## src/rtl/alu_result_fifo.sv

```systemverilog
// alu_result_fifo: output stage of the structural ALU.
// Picks one flagged unit result per cycle (arith > logic > cmp > shift),
// tags it with its source unit, and buffers it in a first-word-fall-through
// FIFO that drains over a valid/ready handshake. Keeps an occupancy count
// and sticky overflow / multi-flag error flags.
//
// Handshake: an entry transfers to the consumer on a rising clk edge where
// res_valid and res_ready are both high. res_valid never depends on
// res_ready, and once raised it stays high (with res_data/res_tag stable)
// until that transfer happens. res_ready is ignored while res_valid is low.
module alu_result_fifo #(
    parameter int unsigned DATA_WIDTH = 16,
    parameter int unsigned DEPTH      = 4
) (
    input  logic                         clk,
    input  logic                         rst,
    input  logic [DATA_WIDTH-1:0]        arith_out,
    input  logic [DATA_WIDTH-1:0]        logic_out,
    input  logic [DATA_WIDTH-1:0]        cmp_out,
    input  logic [DATA_WIDTH-1:0]        shift_out,
    input  logic                         arith_flag,
    input  logic                         logic_flag,
    input  logic                         cmp_flag,
    input  logic                         shift_flag,
    input  logic                         res_ready,
    input  logic                         clr_err,
    output logic [DATA_WIDTH-1:0]        res_data,
    output logic [1:0]                   res_tag,
    output logic                         res_valid,
    output logic                         fifo_full,
    output logic [$clog2(DEPTH):0]       fifo_count,
    output logic                         ovf_err,
    output logic                         multi_err
);

    localparam int unsigned PW = $clog2(DEPTH);
    localparam int unsigned CW = PW + 1;

    localparam logic [PW-1:0] PTR_ONE   = PW'(1);
    localparam logic [CW-1:0] CNT_ONE   = CW'(1);
    localparam logic [CW-1:0] CNT_ZERO  = '0;
    localparam logic [CW-1:0] CNT_DEPTH = CW'(DEPTH);

    localparam logic [1:0] TAG_ARITH = 2'b00;
    localparam logic [1:0] TAG_LOGIC = 2'b01;
    localparam logic [1:0] TAG_CMP   = 2'b10;
    localparam logic [1:0] TAG_SHIFT = 2'b11;

    // Storage (no reset: contents are don't-care until written)
    logic [DATA_WIDTH-1:0] mem_data_q [DEPTH];
    logic [DATA_WIDTH-1:0] mem_data_d [DEPTH];
    logic [1:0]            mem_tag_q  [DEPTH];
    logic [1:0]            mem_tag_d  [DEPTH];

    // Control state
    logic [PW-1:0] rd_ptr_q, rd_ptr_d;
    logic [PW-1:0] wr_ptr_q, wr_ptr_d;
    logic [CW-1:0] count_q,  count_d;
    logic          full_q,   full_d;
    logic          ovf_q,    ovf_d;
    logic          multi_q,  multi_d;

    // Per-cycle decode
    logic                  push_req;
    logic                  push_acc;
    logic                  push_drop;
    logic                  pop;
    logic                  multi_evt;
    logic [DATA_WIDTH-1:0] push_data;
    logic [1:0]            push_tag;
    logic                  not_empty;

    // Head is visible whenever anything is stored; derived only from state.
    assign not_empty = (count_q != CNT_ZERO);

    // Select the winning unit and decide push/pop/drop for this cycle.
    always_comb begin
        push_req  = arith_flag | logic_flag | cmp_flag | shift_flag;
        push_data = '0;
        push_tag  = TAG_ARITH;
        if (arith_flag) begin
            push_data = arith_out;
            push_tag  = TAG_ARITH;
        end else if (logic_flag) begin
            push_data = logic_out;
            push_tag  = TAG_LOGIC;
        end else if (cmp_flag) begin
            push_data = cmp_out;
            push_tag  = TAG_CMP;
        end else if (shift_flag) begin
            push_data = shift_out;
            push_tag  = TAG_SHIFT;
        end
        // More than one flag: any pair of flags high at once.
        multi_evt = (arith_flag & (logic_flag | cmp_flag | shift_flag))
                  | (logic_flag & (cmp_flag | shift_flag))
                  | (cmp_flag & shift_flag);
        pop       = not_empty & res_ready;
        // When full, a same-cycle pop frees the slot the push needs.
        push_acc  = push_req & (~full_q | pop);
        push_drop = push_req & full_q & ~pop;
    end

    // Next-state for pointers, count, full flag and sticky errors.
    always_comb begin
        rd_ptr_d = rd_ptr_q;
        wr_ptr_d = wr_ptr_q;
        count_d  = count_q;
        if (pop) begin
            rd_ptr_d = rd_ptr_q + PTR_ONE;
        end
        if (push_acc) begin
            wr_ptr_d = wr_ptr_q + PTR_ONE;
        end
        unique case ({push_acc, pop})
            2'b10:   count_d = count_q + CNT_ONE;
            2'b01:   count_d = count_q - CNT_ONE;
            default: count_d = count_q;
        endcase
        full_d = (count_d == CNT_DEPTH);
        // A new error event outranks a same-cycle clear.
        ovf_d   = push_drop ? 1'b1 : (clr_err ? 1'b0 : ovf_q);
        multi_d = multi_evt ? 1'b1 : (clr_err ? 1'b0 : multi_q);
    end

    // Next-state for storage: write the accepted entry at wr_ptr.
    always_comb begin
        mem_data_d = mem_data_q;
        mem_tag_d  = mem_tag_q;
        if (push_acc) begin
            mem_data_d[wr_ptr_q] = push_data;
            mem_tag_d[wr_ptr_q]  = push_tag;
        end
    end

    // Control registers; asynchronous reset discards all buffered entries.
    always_ff @(posedge clk or negedge rst) begin
        if (!rst) begin
            rd_ptr_q <= '0;
            wr_ptr_q <= '0;
            count_q  <= '0;
            full_q   <= 1'b0;
            ovf_q    <= 1'b0;
            multi_q  <= 1'b0;
        end else begin
            rd_ptr_q <= rd_ptr_d;
            wr_ptr_q <= wr_ptr_d;
            count_q  <= count_d;
            full_q   <= full_d;
            ovf_q    <= ovf_d;
            multi_q  <= multi_d;
        end
    end

    // Storage registers; contents only become meaningful once counted.
    always_ff @(posedge clk) begin
        mem_data_q <= mem_data_d;
        mem_tag_q  <= mem_tag_d;
    end

    // Head output falls through from storage, forced to zero while empty.
    always_comb begin
        res_valid = not_empty;
        res_data  = '0;
        res_tag   = 2'b00;
        if (not_empty) begin
            res_data = mem_data_q[rd_ptr_q];
            res_tag  = mem_tag_q[rd_ptr_q];
        end
    end

    assign fifo_full  = full_q;
    assign fifo_count = count_q;
    assign ovf_err    = ovf_q;
    assign multi_err  = multi_q;

endmodule

```

## config.mk

```make
export PLATFORM = sky130hd
export DESIGN_NAME = alu_result_fifo
export DESIGN_NICKNAME = d
export VERILOG_FILES = /design/src/rtl/alu_result_fifo.sv
export SDC_FILE = /design/constraint.sdc
export NUM_CORES = 1
export LEC_CHECK = 0
export BUFFER_PORTS_ARGS = -buffer_cell sky130_fd_sc_hd__buf_2
export CORE_MARGIN = 2
export CORE_UTILIZATION = 40
export DETAILED_ROUTE_END_ITERATION = 8
export PLACE_DENSITY = 0.73
export SYNTH_ARGS = -nofsm -noshare
export SYNTH_HDL_FRONTEND = slang
export SYNTH_SLANG_ARGS = --single-unit
```

## constraint.sdc

```tcl
create_clock -name clk -period 2.5 [get_ports clk]
set_clock_uncertainty 0.15 [all_clocks]
set_input_delay 0.375 -clock clk [delete_from_list [all_inputs] [get_ports clk]]
set_output_delay 0.375 -clock clk [all_outputs]
set_load 0.02 [all_outputs]
```

== Word level (Yosys, flattened, before mapping) ==
Cells that the tools add are included.

* Register bits: 82
* Input port bits: 72
* Output and inout port bits: 25
* Logic and storage cells: 74

* Add/sub/neg operators: 4
* Magnitude comparators: 3
* Eq/ne operators: 3
* Muxes and demuxes: 26
* Bitwise operators: 20
* Reductions and logical operators: 4

{| class="wikitable"
|+ Operators by type and width
! operator !! number
|-
| 16-bit two-way mux || 8
|-
| 64-bit bitwise mux || 1
|-
| 16-bit binary-select mux with 2-bit select || 1
|-
| 16-bit demux with 2-bit select || 1
|-
| 2-bit two-way mux || 8
|-
| 1-bit OR || 9
|-
| 8-bit bitwise mux || 1
|-
| 1-bit AND || 7
|-
| 3-bit greater-or-equal comparator, second input constant || 2
|-
| 2-bit inverter with 3-bit output || 2
|-
| 3-bit case mux with 2 select lines || 1
|-
| 2-bit by 1-bit adder with 2-bit output, second input constant || 2
|-
| 2-bit binary-select mux with 2-bit select || 1
|-
| 2-bit demux with 2-bit select || 1
|-
| 2-bit nonzero test || 2
|-
| 3-bit by 1-bit adder with 3-bit output, second input constant || 1
|-
| 3-bit equality test, second input constant || 1
|-
| 3-bit by 1-bit < comparator with 1-bit output, second input constant || 1
|-
| 1-bit two-way mux || 3
|-
| 3-bit nonzero test || 1
|-
| 3-bit by 1-bit subtractor with 3-bit output, second input constant || 1
|-
| 2-bit by 1-bit equality test with 1-bit output, second input constant || 1
|-
| 2-bit equality test, second input constant || 1
|-
| 1-bit inverter || 2
|-
| 1-bit logical AND || 1
|}

== Logic depth before layout (Yosys ltp) ==
* Depth in word-level cells: 7
* Gate-level depth with buffers: 10
* Gate-level depth less buffers: 9

== Worst setup path after synthesis ==
Ideal clock, no wire load.

* Path kind: in2reg
* Start point: in logic_flag
* End point: reg full_q, in the netlist fifo_full
* Setup time: 0.094 ns
* Arrival: 2.287 ns
* Required time: 2.256 ns
* Path slack: -0.031 ns
* Stages on the path: 10
* Path buffers: 1
* Cells stage by stage: buf_2 -> nor4_4 -> a211oi_4 -> inv_1 -> ha_1 -> inv_1 -> fa_1 -> xor2_1 -> or3_1 -> a211oi_1

* Word-level cells in the longest chain between the ends: 7
* Elaborated cells on any way between the ends: 8
* Classes of those cells: 3 x eq/ne; 1 x mux; 4 x bitwise

{| class="wikitable"
|+ Ends and longest elaborated chain
! what !! RTL line !! RTL
|-
| start: declaration || 22 || <nowiki>input logic logic_flag,</nowiki>
|-
| 1-bit OR * (3 in series) || 78 || <nowiki>push_req = arith_flag | logic_flag | cmp_flag | shift_flag;</nowiki>
|-
| 1-bit AND * || 100 || <nowiki>push_acc = push_req & (~full_q | pop);</nowiki>
|-
| 2-bit by 1-bit equality test with 1-bit output / 2-bit equality test (equally long branches) || 115 || <nowiki>unique case ({push_acc, pop})</nowiki>
|-
| 3-bit case mux with 2 select lines * || 115 ||
|-
| 3-bit equality test * || 120 || <nowiki>full_d = (count_d == CNT_DEPTH);</nowiki>
|-
| named net full_d || 59 || <nowiki>logic full_q, full_d;</nowiki>
|-
| end signal: assignment || 149 || <nowiki>full_q <= full_d;</nowiki>
|-
| end: declaration || 59 ||
|}

Mark *: on every way through the listed nets, which the timed path passes. The rest lies on a longest branch.
A chain may end at the register's enable or synchronous reset.

== Final worst setup path ==
* Start point: reg rd_ptr_q[0]
* End point: out res_data[14]

* Word-level cells in the longest chain between the ends: 5

{| class="wikitable"
|+ Ends and longest elaborated chain
! what !! RTL line !! RTL
|-
| start: declaration || 56 || <nowiki>logic [PW-1:0] rd_ptr_q, rd_ptr_d;</nowiki>
|-
| start signal: assignment || 146 || <nowiki>rd_ptr_q <= rd_ptr_d;</nowiki>
|-
| 2-bit inverter with 3-bit output (implied by the code) || 167 || <nowiki>res_data = mem_data_q[rd_ptr_q];</nowiki>
|-
| 16-bit binary-select mux with 2-bit select || 167 ||
|-
| 16-bit two-way mux (implied by the code) (2 in series) || 167 ||
|-
| 16-bit two-way mux || 166 || <nowiki>if (not_empty) begin</nowiki>
|-
| end: declaration || 27 || <nowiki>output logic [DATA_WIDTH-1:0] res_data,</nowiki>
|}

Every way passes these cells. The select of a mux whose other input is x is not followed.

==> results_dict.tcl <==
set metrics [dict create \
    run_status "complete, no violations" \
    crit_path_end_kind "output pin" \
    fin_crit_sh 0.960 \
    htree_levels 3 \
    worstSetupStartpointType "flop" \
    via_count 2436 \
    crit_buf_inv 2 \
    ys_warn_count 0 \
    avgSynthCellArea_um2 15.8 \
    cp_cell_sequence "buf_12, mux4_2, and2_1, buf_2" \
    crit_fanout 18 \
    die_x_um 103 \
    slew_headroom 0.387 \
    min_period_ns 2.40 \
    wl_per_cell_um 17.0 \
    viasPerCell 5.00 \
    worstPathArrival_ns 1.87 \
    grt_max_degree 37 \
    grt.overflow.total 0 \
    antenna_found_initial 0 \
    r2r_cells 9 \
    synth_edf_count 72 \
    rsz0062_at_grt "false" \
    synth.area.top_cells "edfxtp_1, mux4_2, dfrtp_1, and2_1, a221oi_2" \
    synth_most_common_cell "edfxtp_1" \
    fillers 851 \
    post_cts_buffers 0 \
    remaining_drc_errors 0 \
    finalHoldViolations 0 \
    syn_area_um2 3920 \
    p_per_area_nw_per_um2 1130 \
    max_stage_delay_ns 0.52 \
    reg2reg_setup_slack_ns 0.13 \
    grt_pass1_vias 2436 \
    ys_types 35 \
    dieArea_um2 10600 \
    cts_tree "yes" \
    tightest_slew_ns 0.919 \
    finalNonFillerCells 487 \
    start_util 0.407 \
    port_buffers 96 \
    ant_nets 0 \
    synth_common_cells "edfxtp_1, and2_1, mux4_2" \
    hpwlAfterDp_um 5660 \
    synth_top_area_frac 0.551 \
    syn_inst 248 \
    track_usage 0.164 \
    endpoint "res_data[14]" \
    ir_drop_mv 0.618 \
    syn_nets 326 \
    cpMaxStageDelayCell "mux4_2" \
    die_h_um 103 \
    hold_path_class "input pin to flop" \
    placedCellCount 470 \
    crit_cells 4 \
    crit_family "multiplexers" \
    clk_path_buf_depth 2 \
    clk_pin_slew_ns 0.07 \
    finish.net_count 427 \
    synthArstFlopShare 0.122 \
    grt_first_pass_wirelength_um 12600 \
    cts_inserted_buffers 9 \
    ys_seq_elements 82 \
    drive_gt1_frac 0.472 \
    seq_area_um2 2410 \
    r2r-start "fifo_count[1]$_DFF_PN0_" \
    cap_violations 0 \
    leakage_uw 0.00184 \
    io_pins 97 \
    clock_sinks 82 \
    clock_latency_ns 0.35 \
    dr.pass1.iters 6 \
    gp_congestion 0.774 \
    regToRegEndpoint "fifo_full$_DFF_PN0_" \
    root_buffer "clkbuf_8" \
    setup_viol 0 \
    critical_path_required_ns 1.98 \
    core_um2 9640 \
    multi_input_area_um2 1390 \
    synth_seq_area_share 0.615 \
    fp-row-count 36 \
    drt_wl_total_um 8290 \
    worstSetupPathType "flop to output pin" \
    drt-initial-drc-count 176 \
    synthFlopType "edfxtp_1" \
    fmax_mhz 417 \
    antenna_cells 0 \
    whs_ns 0.149 \
    syn2layout_area_growth_pct 22.0 \
    synth.largest_area_cell "edfxtp_1" \
    crit_start "rd_ptr_q[0]$_DFFE_PN0P_" \
    finalMaxSlewViolations 0 \
]
==> repair_timing <==
item | in CTS | in global routing
endpoints found under the setup margin | 0 | 1
endpoints found under the hold margin | 10 | 0
hold buffers | 1 | 0
gates resized for setup | 0 | 5
==> where the power goes <==
part           internal, uW  total (uW)  leakage, uW  switching (uW)
Clock                   459         919    0.0000970             460
Combinational           969        2280     0.000949            1310
Sequential             2060        2220     0.000796             164
==> worst min-delay path, cell delays in order <==
cell and delay, ns:
buf_2 0.07, inv_1 0.04, o2bb2ai_1 0.12
==> cell usage in the layout, fill, tap and decap left out, types with 4 or more instances in the layout <==
| master | synthesis | final |
|---|---|---|
| a221oi_1 | 6 | 6 |
| a221oi_2 | 9 | 9 |
| and2_1 | 23 | 23 |
| buf_2 | 9 | 96 |
| buf_4 | 2 | 10 |
| clkbuf_8 | 0 | 9 |
| dfrtp_1 | 10 | 9 |
| edfxtp_1 | 72 | 72 |
| ha_1 | 5 | 4 |
| inv_1 | 9 | 9 |
| mux4_2 | 18 | 18 |
| nand2_1 | 17 | 17 |
| nor2_1 | 4 | 4 |
| nor2b_1 | 17 | 16 |
| o31ai_1 | 6 | 6 |
| o31ai_2 | 9 | 9 |
==> cell type report <==
| type | instances | share of cell area |
|---|---|---|
| clock inverter | 7 | 0.0144 |
| multi-input combinational | 139 | 0.291 |
| inverter | 9 | 0.00706 |
| timing repair buffer | 108 | 0.122 |
| tap | 133 | 0.0348 |
| sequential | 82 | 0.504 |
| clock buffer | 9 | 0.0259 |
==> stage by stage <==
stage	setup TNS [ns]	util	total power [uW]	setup WS (ns)	area [um^2]
2_1_floorplan	0	-	3780	0.0296	3920
3_3_place_gp	-0.00977	0.473	4480	-0.00977	4560
3_5_place_dp	-0.0679	0.473	4550	-0.0679	4560
4_1_cts	0	0.494	5460	0.00316	4770
5_1_grt	0	0.496	5750	0.0232	4790
6_report	0	0.496	5420	0.101	4790
==> metal layers <==
metal / up-vias / global-route usage / routed length [um]
li1: 1159 / - / -
met1: 1202 / 0.201 / 3410
met2: 64 / 0.282 / 4250
met3: 11 / 0.0488 / 503
met4: 0 / 0.0466 / 121
met5: - / 0 / 0
==> worst min-delay path by stage <==
stage	start	endpoint	slack [ns]	cells after the start
final	clr_err	multi_err$_DFFE_PN0P_	0.15	3
after CTS	clr_err	multi_err$_DFFE_PN0P_	0.14	3
after global routing	clr_err	multi_err$_DFFE_PN0P_	0.13	3
after detailed placement	rst	fifo_count[2]$_DFF_PN0_	0.10	1
after global placement	rst	fifo_count[2]$_DFF_PN0_	0.10	1
after floorplan	rst	fifo_count[0]$_DFF_PN0_	-0.07	0
==> sequential cells by signal (all words and copies together), names as in the netlist <==
register / count
ovf_err: 1
fifo_count: 3
rd_ptr_q: 2
mem_data_q: 64
mem_tag_q: 8
fifo_full: 1
multi_err: 1
wr_ptr_q: 2
==> kinds of logic after synthesis <==
group / share of synthesized area
DFF: 0.615
xor gates and xnor gates: 0.0112
AOI/OAI and AO/OA: 0.108
buffers and inverters: 0.0348
adders and majority gates: 0.0236
muxes: 0.110
and+or+nand+nor: 0.0973
No activity file was read; power rests on OpenSTA's default activity.
